===== config.mk =====
export PLATFORM = sky130hd
export DESIGN_NAME = dual_issue_dispatch_ctrl
export DESIGN_NICKNAME = d
export VERILOG_FILES = /design/src/rtl/dual_issue_dispatch_ctrl.sv
export SDC_FILE = /design/constraint.sdc
export NUM_CORES = 1
export LEC_CHECK = 0
export CAP_MARGIN = 30
export CORE_MARGIN = 8
export CORE_UTILIZATION = 50
export CTS_BUF_LIST = sky130_fd_sc_hd__clkbuf_4 sky130_fd_sc_hd__clkbuf_8
export DETAILED_ROUTE_END_ITERATION = 10
export PLACE_DENSITY = 0.68
export SYNTH_ARGS = -nofsm -noshare
export SYNTH_HDL_FRONTEND = slang
export SYNTH_SLANG_ARGS = --single-unit

===== constraint.sdc =====
create_clock -name clk -period 5.2 [get_ports clk]
set_input_delay 0.52 -clock clk [delete_from_list [all_inputs] [get_ports clk]]
set_output_delay 0.52 -clock clk [all_outputs]
set_load 0.005 [all_outputs]

===== src/rtl/dual_issue_dispatch_ctrl.sv =====
// Dual-lane dispatch scheduler: scoreboard-steered lane choice with credit tracking.
// Optional per-lane / per-stall-cause counters are built when DISPATCH_STATS_EN is defined.
module dual_issue_dispatch_ctrl #(
   parameter int FIFO_DEPTH = 8,
   parameter int CNT_W      = 4
) (
   input  logic        clk,
   input  logic        rst,
   input  logic        in_valid,
   input  logic [31:0] in_instr,
   output logic        in_ready,
   output logic        fifo1_wr_en,
   output logic        fifo2_wr_en,
   output logic [31:0] instr_out,
   input  logic        fifo1_pop,
   input  logic        fifo2_pop,
   input  logic        ret1_valid,
   input  logic [4:0]  ret1_dest,
   input  logic        ret2_valid,
   input  logic [4:0]  ret2_dest,
   output logic        busy
`ifdef DISPATCH_STATS_EN
   ,
   output logic [15:0] stat_disp1,
   output logic [15:0] stat_disp2,
   output logic [15:0] stat_stall_haz,
   output logic [15:0] stat_stall_full
`endif
);

   typedef enum logic {IDLE, HOLD} state_e;

   state_e           state_q, state_d;
   logic [31:0]      hold_q, hold_d;
   logic [31:0]      instr_q, instr_d;
   logic             wr1_q, wr1_d;
   logic             wr2_q, wr2_d;
   logic             rr_q, rr_d;
   logic [CNT_W-1:0] cred1_q, cred1_d;
   logic [CNT_W-1:0] cred2_q, cred2_d;
   logic [CNT_W-1:0] pend_q [32];
   logic [CNT_W-1:0] pend_d [32];
   logic [31:0]      own_q, own_d;

   logic [31:0] cand;
   logic        cand_v;
   logic [4:0]  s1, s2, dst;
   logic [1:0]  route;
   logic        o1, o2, od;
   logic        need1, need2;
   logic        full1, full2;
   logic        ok1, ok2, av1, av2;
   logic        go, tie, lane, haz;
   logic        inc1, dec1, inc2, dec2;

   always_comb begin
      cand   = (state_q == HOLD) ? hold_q : in_instr;
      cand_v = (state_q == HOLD) || in_valid;
      s1     = cand[20:16];
      s2     = cand[15:11];
      dst    = cand[4:0];
      route  = cand[28:27];
      o1     = (s1 != 5'd0) && (pend_q[s1] != '0);
      o2     = (s2 != 5'd0) && (pend_q[s2] != '0);
      od     = (dst != 5'd0) && (pend_q[dst] != '0);
      need1  = (o1 && !own_q[s1]) || (o2 && !own_q[s2]) || (od && !own_q[dst]);
      need2  = (o1 && own_q[s1]) || (o2 && own_q[s2]) || (od && own_q[dst]);
      full1  = cred1_q == CNT_W'(FIFO_DEPTH);
      full2  = cred2_q == CNT_W'(FIFO_DEPTH);
      // a lane is legal if nothing pins the instruction to the other lane
      ok1    = !need2 && !(route == 2'b11);
      ok2    = !need1 && !(route == 2'b10);
      haz    = !ok1 && !ok2;
      av1    = ok1 && !full1;
      av2    = ok2 && !full2;
      go     = cand_v && (av1 || av2);
      tie    = av1 && av2 && (cred1_q == cred2_q);
      if (av1 && av2)
         lane = tie ? rr_q : (cred2_q < cred1_q);
      else
         lane = av2;
   end

   always_comb begin
      state_d = state_q;
      hold_d  = hold_q;
      if (go) begin
         state_d = IDLE;
      end else if (cand_v) begin
         state_d = HOLD;
         hold_d  = cand;
      end
      wr1_d   = go && !lane;
      wr2_d   = go && lane;
      instr_d = go ? cand : instr_q;
      rr_d    = rr_q ^ (go && tie);
      inc1    = wr1_d;
      inc2    = wr2_d;
      dec1    = fifo1_pop && (cred1_q != '0);
      dec2    = fifo2_pop && (cred2_q != '0);
      cred1_d = cred1_q + CNT_W'(inc1) - CNT_W'(dec1);
      cred2_d = cred2_q + CNT_W'(inc2) - CNT_W'(dec2);
      pend_d[0] = '0;
      own_d     = own_q;
      own_d[0]  = 1'b0;
      for (int r = 1; r < 32; r++) begin
         pend_d[r] = pend_q[r]
            + CNT_W'(go && (dst == 5'(r)))
            - CNT_W'((pend_q[r] != '0) &&
                     ((ret1_valid && (ret1_dest == 5'(r)) && !own_q[r]) ||
                      (ret2_valid && (ret2_dest == 5'(r)) && own_q[r])));
         if (go && (dst == 5'(r)))
            own_d[r] = lane;
      end
   end

   always_ff @(posedge clk) begin
      if (rst) begin
         state_q <= IDLE;
         hold_q  <= '0;
         instr_q <= '0;
         wr1_q   <= 1'b0;
         wr2_q   <= 1'b0;
         rr_q    <= 1'b0;
         cred1_q <= '0;
         cred2_q <= '0;
         pend_q  <= '{default: '0};
         own_q   <= '0;
      end else begin
         state_q <= state_d;
         hold_q  <= hold_d;
         instr_q <= instr_d;
         wr1_q   <= wr1_d;
         wr2_q   <= wr2_d;
         rr_q    <= rr_d;
         cred1_q <= cred1_d;
         cred2_q <= cred2_d;
         pend_q  <= pend_d;
         own_q   <= own_d;
      end
   end

   assign in_ready    = !rst && (state_q == IDLE);
   assign busy        = (state_q == HOLD);
   assign fifo1_wr_en = wr1_q;
   assign fifo2_wr_en = wr2_q;
   assign instr_out   = instr_q;

`ifdef DISPATCH_STATS_EN
   logic [15:0] sd1_q, sd1_d, sd2_q, sd2_d;
   logic [15:0] sh_q, sh_d, sf_q, sf_d;

   always_comb begin
      sd1_d = sd1_q + 16'(wr1_d && (sd1_q != '1));
      sd2_d = sd2_q + 16'(wr2_d && (sd2_q != '1));
      sh_d  = sh_q + 16'((state_q == HOLD) && haz && (sh_q != '1));
      sf_d  = sf_q + 16'((state_q == HOLD) && !go && !haz && (sf_q != '1));
   end

   always_ff @(posedge clk) begin
      if (rst) begin
         sd1_q <= '0;
         sd2_q <= '0;
         sh_q  <= '0;
         sf_q  <= '0;
      end else begin
         sd1_q <= sd1_d;
         sd2_q <= sd2_d;
         sh_q  <= sh_d;
         sf_q  <= sf_d;
      end
   end

   assign stat_disp1      = sd1_q;
   assign stat_disp2      = sd2_q;
   assign stat_stall_haz  = sh_q;
   assign stat_stall_full = sf_q;
`endif

endmodule


==> results of run 1 <==
## power by group through the flow
stage          registers, mW  clock network [mW]  logic [mW]
2_1_floorplan           2.23                   0        2.65
3_3_place_gp            2.34                   0        3.67
3_5_place_dp            2.35                   0        3.74
4_1_cts                 2.31                1.90        3.75
5_1_grt                 2.34                1.98        4.06
6_report                2.31                1.86        3.84
## cell type report
cell class                      count  area, sq um
Multi-Input combinational cell   1337        10700
Sequential cell                   231         4630
Tap cell                          442          553
Inverter                          194          729
Clock buffer                       68          842
Clock inverter                      6         61.3
Fill cell                        2964        13700
Timing Repair Buffer              146         1410
## tightest hold or removal path, stage by stage, from the launching register on
cell,delay (ns)
dfxtp_1,0.31
nand2_1,0.05
mux2i_1,0.05
## kinds of logic after synthesis
group | after synthesis | share of synthesized area
and+or+nand+nor | 630 | 0.200
muxes | 175 | 0.131
xor gates and xnor gates | 66 | 0.0350
AOI/OAI and AO/OA | 262 | 0.108
adders and majority gates | 204 | 0.169
buffers and inverters | 288 | 0.0769
DFF | 231 | 0.280
## routing by layer
metal  global-route usage  vias up
met5                    0        -
met4                0.105        0
met3               0.0486      139
met2                0.401      651
met1                0.324     6850
li1                     -     6694
## through the flow
| step | utilization | hold WS [ns] | cells |
|---|---|---|---|
| 2_1_floorplan | - | 0.431 | 1856 |
| 3_3_place_gp | 0.552 | 0.442 | 2349 |
| 3_5_place_dp | 0.552 | 0.452 | 2349 |
| 4_1_cts | 0.580 | 0.449 | 2423 |
| 5_1_grt | 0.580 | 0.474 | 2424 |
| 6_report | 0.580 | 0.456 | 2424 |
## worst paths after layout
check,to,depth (start not counted)
hold reg to reg,hold_q[31],2
setup / recovery,cred1_q[2],17
hold / removal,hold_q[31],2
setup reg to reg,cred1_q[2],17
## registers in the layout, indices dropped and copies added, names as in the netlist
name,count
instr_out,32
cred1_q,4
fifo2_wr_en,1
rr_q,1
own_q,31
pend_q,124
cred2_q,4
hold_q,32
fifo1_wr_en,1
busy,1
## what timing repair did
| action | 4_1_cts | 5_1_grt |
|---|---|---|
| resized for setup | 0 | 1 |
| setup endpoints to repair | 0 | 31 |
| setup buffers | 0 | 1 |
## synth_stat cells, types with 6 or more instances
| library cell | n | area, sq um |
|---|---|---|
| fa_1 | 33 | 661 |
| buf_1 | 7 | 26.3 |
| buf_6 | 12 | 135 |
| dfxtp_1 | 231 | 4620 |
| a21o_1 | 35 | 263 |
| nand3_1 | 35 | 175 |
| a211oi_1 | 9 | 67.6 |
| o22ai_1 | 12 | 75.1 |
| and3_1 | 6 | 37.5 |
| mux4_2 | 28 | 631 |
| o21bai_1 | 8 | 60.1 |
| xor2_1 | 18 | 158 |
| nor3_1 | 90 | 450 |
| nor3b_1 | 20 | 150 |
| or2_2 | 7 | 43.8 |
| ha_1 | 171 | 2140 |
| nand4_1 | 26 | 163 |
| nand2_1 | 153 | 574 |
| xnor2_1 | 48 | 420 |
| nor2b_1 | 52 | 325 |
| clkbuf_1 | 51 | 191 |
| a2111oi_0 | 6 | 52.6 |
| nand3_4 | 19 | 333 |
| buf_4 | 8 | 60.1 |
| mux2_2 | 16 | 180 |
| buf_2 | 12 | 60.1 |
| o21ai_0 | 12 | 60.1 |
| a21oi_1 | 78 | 390 |
| nor2_1 | 148 | 556 |
| nand2b_1 | 17 | 106 |
| mux2i_1 | 124 | 1240 |
| inv_1 | 194 | 728 |
| nor4_1 | 36 | 225 |
| a31oi_1 | 52 | 325 |
==> out/qor.csv, run 1 <==
metric;value;unit
status;finished clean;
P_int;4.73;mW
worst slack, placed;-0.0615;ns
Slew @ Worst Pin;0.933;ns
crit-path cells;mux2i_2 -> nand2_1 -> a2111oi_1 -> a2111oi_0 -> a31o_2 -> a31oi_1 -> nor3_1 -> o31ai_1 -> buf_4 -> nand2b_1 -> ha_1 -> inv_1 -> ha_1 -> inv_1 -> fa_1 -> xor2_1 -> nor2_1;
Die X;198;um
Clock Skews;0.0261;ns
worst-skew pair later-pin latency;0.56;ns
period utilization;0.973;
Chip Height;198;um
Comb pwr share;0.479;
# IOs;85;
Critical Path Slowest Stage Cell;a2111oi_1;
Pwr Density;424;nW/um^2
top routing layer used;met4;
max-slew violation count;0;
sequential power share;0.288;
crit path setup slack, layout;0.139;ns
R2R Setup Slk;0.14;ns
clock network power share;0.232;
total number of vias;14334;
grt total ovfl;0;
setup TNS;0;ns
Num CTS Buffers;43;
VDD IR max;0.338;mV
Max clock buf depth;3;
commonest non-fill, non-tap cell in the layout;dfxtp_1;
post-DP HPWL;37300;um
RePlAce Congestion;1.02;
Diodes inserted;0;
Cell Area, Placed;18000;sq um
CP bufs+invs;3;
final hold violations;0;
maxcap violations;0;
Psw;3.27;mW
syn_area_per_cell;8.90;sq um
First-pass DRT Iterations;6;
Design Power;8.00;mW
synthesis-to-layout area growth;14.3;%
Post-synth ARST share;0;
die area;39100;sq um
DRC;0;
vias in the first global route;14132;
DR WL met3;4400;um
port buffer count;84;
Final setup viols;0;
Site Rows;66;
Starting DRT DRC Count;1394;
r2r startpoint;busy;
fin nets;2206;
first-pass GRT wire length;77500;um
Sw Share;0.409;
min-delay worst type;register to register;
WL/cell;20.5;um
core area;32500;sq um
Initial Util;0.508;
initial antenna violation count;0;
Max-Slew Margin vs Limit;0.376;
FF+latch count, synth;231;
met2 WL;22200;um
GR Util All Layers;0.249;
crit-path max FO;25;
hold buffers post-CTS;0;
crit path launch;busy;
Required @ worst endpoint;5.61;ns
Net Count, Synth;2109;
WS Path Type;register to register;
RSZ-0062 raised after global routing;false;
drt via density;5.91;
leading register cell type out of synthesis;dfxtp_1;
Syn Inst Count;1856;
Hold Startpoint;hold_q[31];
crit-path leading delay family;compound AO/OA/AOI/OAI gates;
Syn Std Cell Area;16500;sq um
WP data arrival;5.47;ns
share of cells above drive strength 1;0.115;
Synth cell types;78;
crit path time final;5.06;ns
fin area;18900;sq um
most frequent cells in the layout;dfxtp_1, inv_1, ha_1;
Crit path largest cell delay;0.67;ns
leakage;7.43;nW
H-tree depth;2;
TritonCTS clock tree;done;
CTS clk-pin slew, worst paths;0.06;ns
clock root cell;clkbuf_8;
Yosys Warn Count;0;
WL met1;20900;um
CP Capture Type;register;
Critical Path Source Type;register;
pin count of the biggest net entering global routing;66;
CTS Sinks;231;
Post-Route WL;49600;um
sequential area share after synthesis;0.280;
EDFF count, synth;0;
final antenna-violating net count;0;
FMAX;198;MHz
No activity file was read; power rests on OpenSTA's default activity.
==> run 2: changes to the inputs <==
PLACE_DENSITY = not set   (was 0.68)
PLACE_DENSITY_LB_ADDON = 0.1   (was not set)
SKIP_CTS_REPAIR_TIMING = 1   (was not set)
==> run 2 against run 1 <==
Net effect: clock skew grew 0.0066 ns; sequential share of layout area shrank 0.68 points; maximum frequency grew 2.8%; die area is the same; clock power grew 6%; count of clock-buffer cells in the layout grew 5; final cell count grew 2.6%; critical path type unchanged.
==> out/qor.csv, run 2 (synthesized netlist as in run 1, its figures left out) <==
metric;value;unit
Diodes inserted;0;
max-slew violation count;0;
crit-path cells;buf_4 -> mux2i_1 -> mux4_2 -> mux2i_1 -> nor3_1 -> or3_1 -> o21ba_2 -> o32ai_4 -> buf_4 -> buf_4 -> nand3_4 -> ha_1 -> inv_1 -> ha_1 -> fa_1 -> xnor2_1 -> nor2_1;
vias in the first global route;14124;
crit path to;pend_q[54];
CP Capture Type;register;
CP Depth;17;
leakage;7.75;nW
crit-path leading delay family;multiplexers;
min-delay worst type;input pin to register;
RSZ-0062 raised after global routing;false;
post-DP HPWL;38000;um
WS Path Type;register to register;
Slew @ Worst Pin;0.962;ns
Psw;3.35;mW
first-pass GRT wire length;79800;um
sequential power share;0.275;
R2R Setup Slk;0.27;ns
maxcap violations;0;
die area;39100;sq um
Seq. cell area;4630;sq um
Num CTS Buffers;44;
Reg2Reg Depth;17;
initial antenna violation count;0;
Max clock buf depth;3;
First-pass DRT Iterations;5;
clock network power share;0.238;
crit-path max FO;18;
port buffer count;84;
Site Rows;66;
Pwr Density;429;nW/um^2
Comb pwr share;0.487;
share of cells above drive strength 1;0.143;
H-tree depth;2;
Crit path largest cell delay;0.55;ns
Critical Path Source Type;register;
commonest non-fill, non-tap cell in the layout;dfxtp_1;
reg-to-reg endpoint;pend_q[54];
setup TNS;0;ns
crit path launch;busy;
total number of vias;14332;
status;finished clean;
fillcell total;2986;
DRC;0;
CTS clk-pin slew, worst paths;0.06;ns
Top reg by flops;pend_q;
most frequent cell on the critical path;buf_4;
RePlAce Congestion;1.01;
Chip Height;198;um
WP data arrival;5.38;ns
Util after Layout;0.597;
Required @ worst endpoint;5.65;ns
Max-Slew Margin vs Limit;0.359;
TritonCTS clock tree;done;
most frequent cells in the layout;dfxtp_1, inv_1, ha_1;
max FFs per register;124;
Final setup viols;0;
pin count of the biggest net entering global routing;85;
Sw Share;0.402;
drt via density;5.76;
core area;32500;sq um
GR Util All Layers;0.259;
fin nets;2267;
final hold violations;0;
clock root cell;clkbuf_8;
Starting DRT DRC Count;1047;
final antenna-violating net count;0;
Die X;198;um
area of the multi-input gates;10700;sq um
VDD IR max;0.254;mV
Clock Skews;0.0327;ns
Critical Path Slowest Stage Cell;dfxtp_4;
CTS Sinks;231;
period utilization;0.947;
# IOs;85;
worst-skew pair later-pin latency;0.61;ns
r2r startpoint;busy;
Post-Route WL;50700;um
synthesis-to-layout area growth;17.5;%
grt total ovfl;0;
CP bufs+invs;4;
crit path time final;4.93;ns
FMAX;203;MHz
P_int;4.98;mW
Initial Util;0.508;
WL/cell;20.4;um
## run 2: changes by cell type in the layout (fill, tap and decap cells not counted)
cell        delta
buf_6          +1
clkbuf_4       -1
clkinvlp_4     -1
a2111oi_0      +1
buf_4         +58
a2111oi_1      -1
clkbuf_8       +6
buf_12         +2
buf_8          -1
## run 2: power by group through the flow
stage | clock (mW) | sequential (mW) | combinational [mW]
global placement | 0 | 2.32 | 3.95
detailed placement | 0 | 2.34 | 3.99
CTS | 2.03 | 2.30 | 4.01
finish | 1.98 | 2.29 | 4.06
floorplan | 0 | 2.23 | 2.65
global route | 2.12 | 2.33 | 4.35
## run 2: worst register-to-register path, cell delays in order (launching register included)
cell and delay [ns]:
dfxtp_4 0.55, buf_4 0.25, mux2i_1 0.44, mux4_2 0.55, mux2i_1 0.14, nor3_1 0.06, or3_1 0.42, o21ba_2 0.28
o32ai_4 0.40, buf_4 0.28, buf_4 0.17, nand3_4 0.07, ha_1 0.29, inv_1 0.05, ha_1 0.20, fa_1 0.39
xnor2_1 0.17, nor2_1 0.05
## run 2: how the worst min path moves through the flow
stage	from	end	slack, ns	depth (start not counted)
2_1_floorplan	hold_q[20]	hold_q[20]	0.43	2
3_3_place_gp	hold_q[20]	hold_q[20]	0.44	2
3_5_place_dp	hold_q[23]	hold_q[23]	0.45	2
4_1_cts	rst	hold_q[7]	0.36	4
5_1_grt	rst	hold_q[7]	0.38	4
6_report	rst	hold_q[7]	0.38	4
## run 2: final cells by class
cell class / count / share of cell area
sequential: 231 / 0.238
inverter: 194 / 0.0376
timing repair buffer: 206 / 0.0970
multi-input combinational: 1337 / 0.549
clock inverter: 5 / 0.00277
tap: 442 / 0.0285
clock buffer: 73 / 0.0472
## run 2: layer usage
layer | share of wire | global-route usage
met5 | 0 | 0
met3 | 0.079 | 0.0552
met2 | 0.46 | 0.413
met4 | 0.030 | 0.0888
met1 | 0.44 | 0.344
## run 2: stage by stage
step           hold slack [ns]  area [sq um]  std cells  setup WS (ns)  total power, mW
5_1_grt                  0.381         19400       2488         0.0860             8.80
2_1_floorplan            0.431         16500       1856          0.505             4.87
3_5_place_dp             0.450         18400       2409         0.0965             6.33
4_1_cts                  0.355         19400       2487          0.217             8.34
6_report                 0.378         19400       2488          0.275             8.34
3_3_place_gp             0.442         18400       2409          0.115             6.27
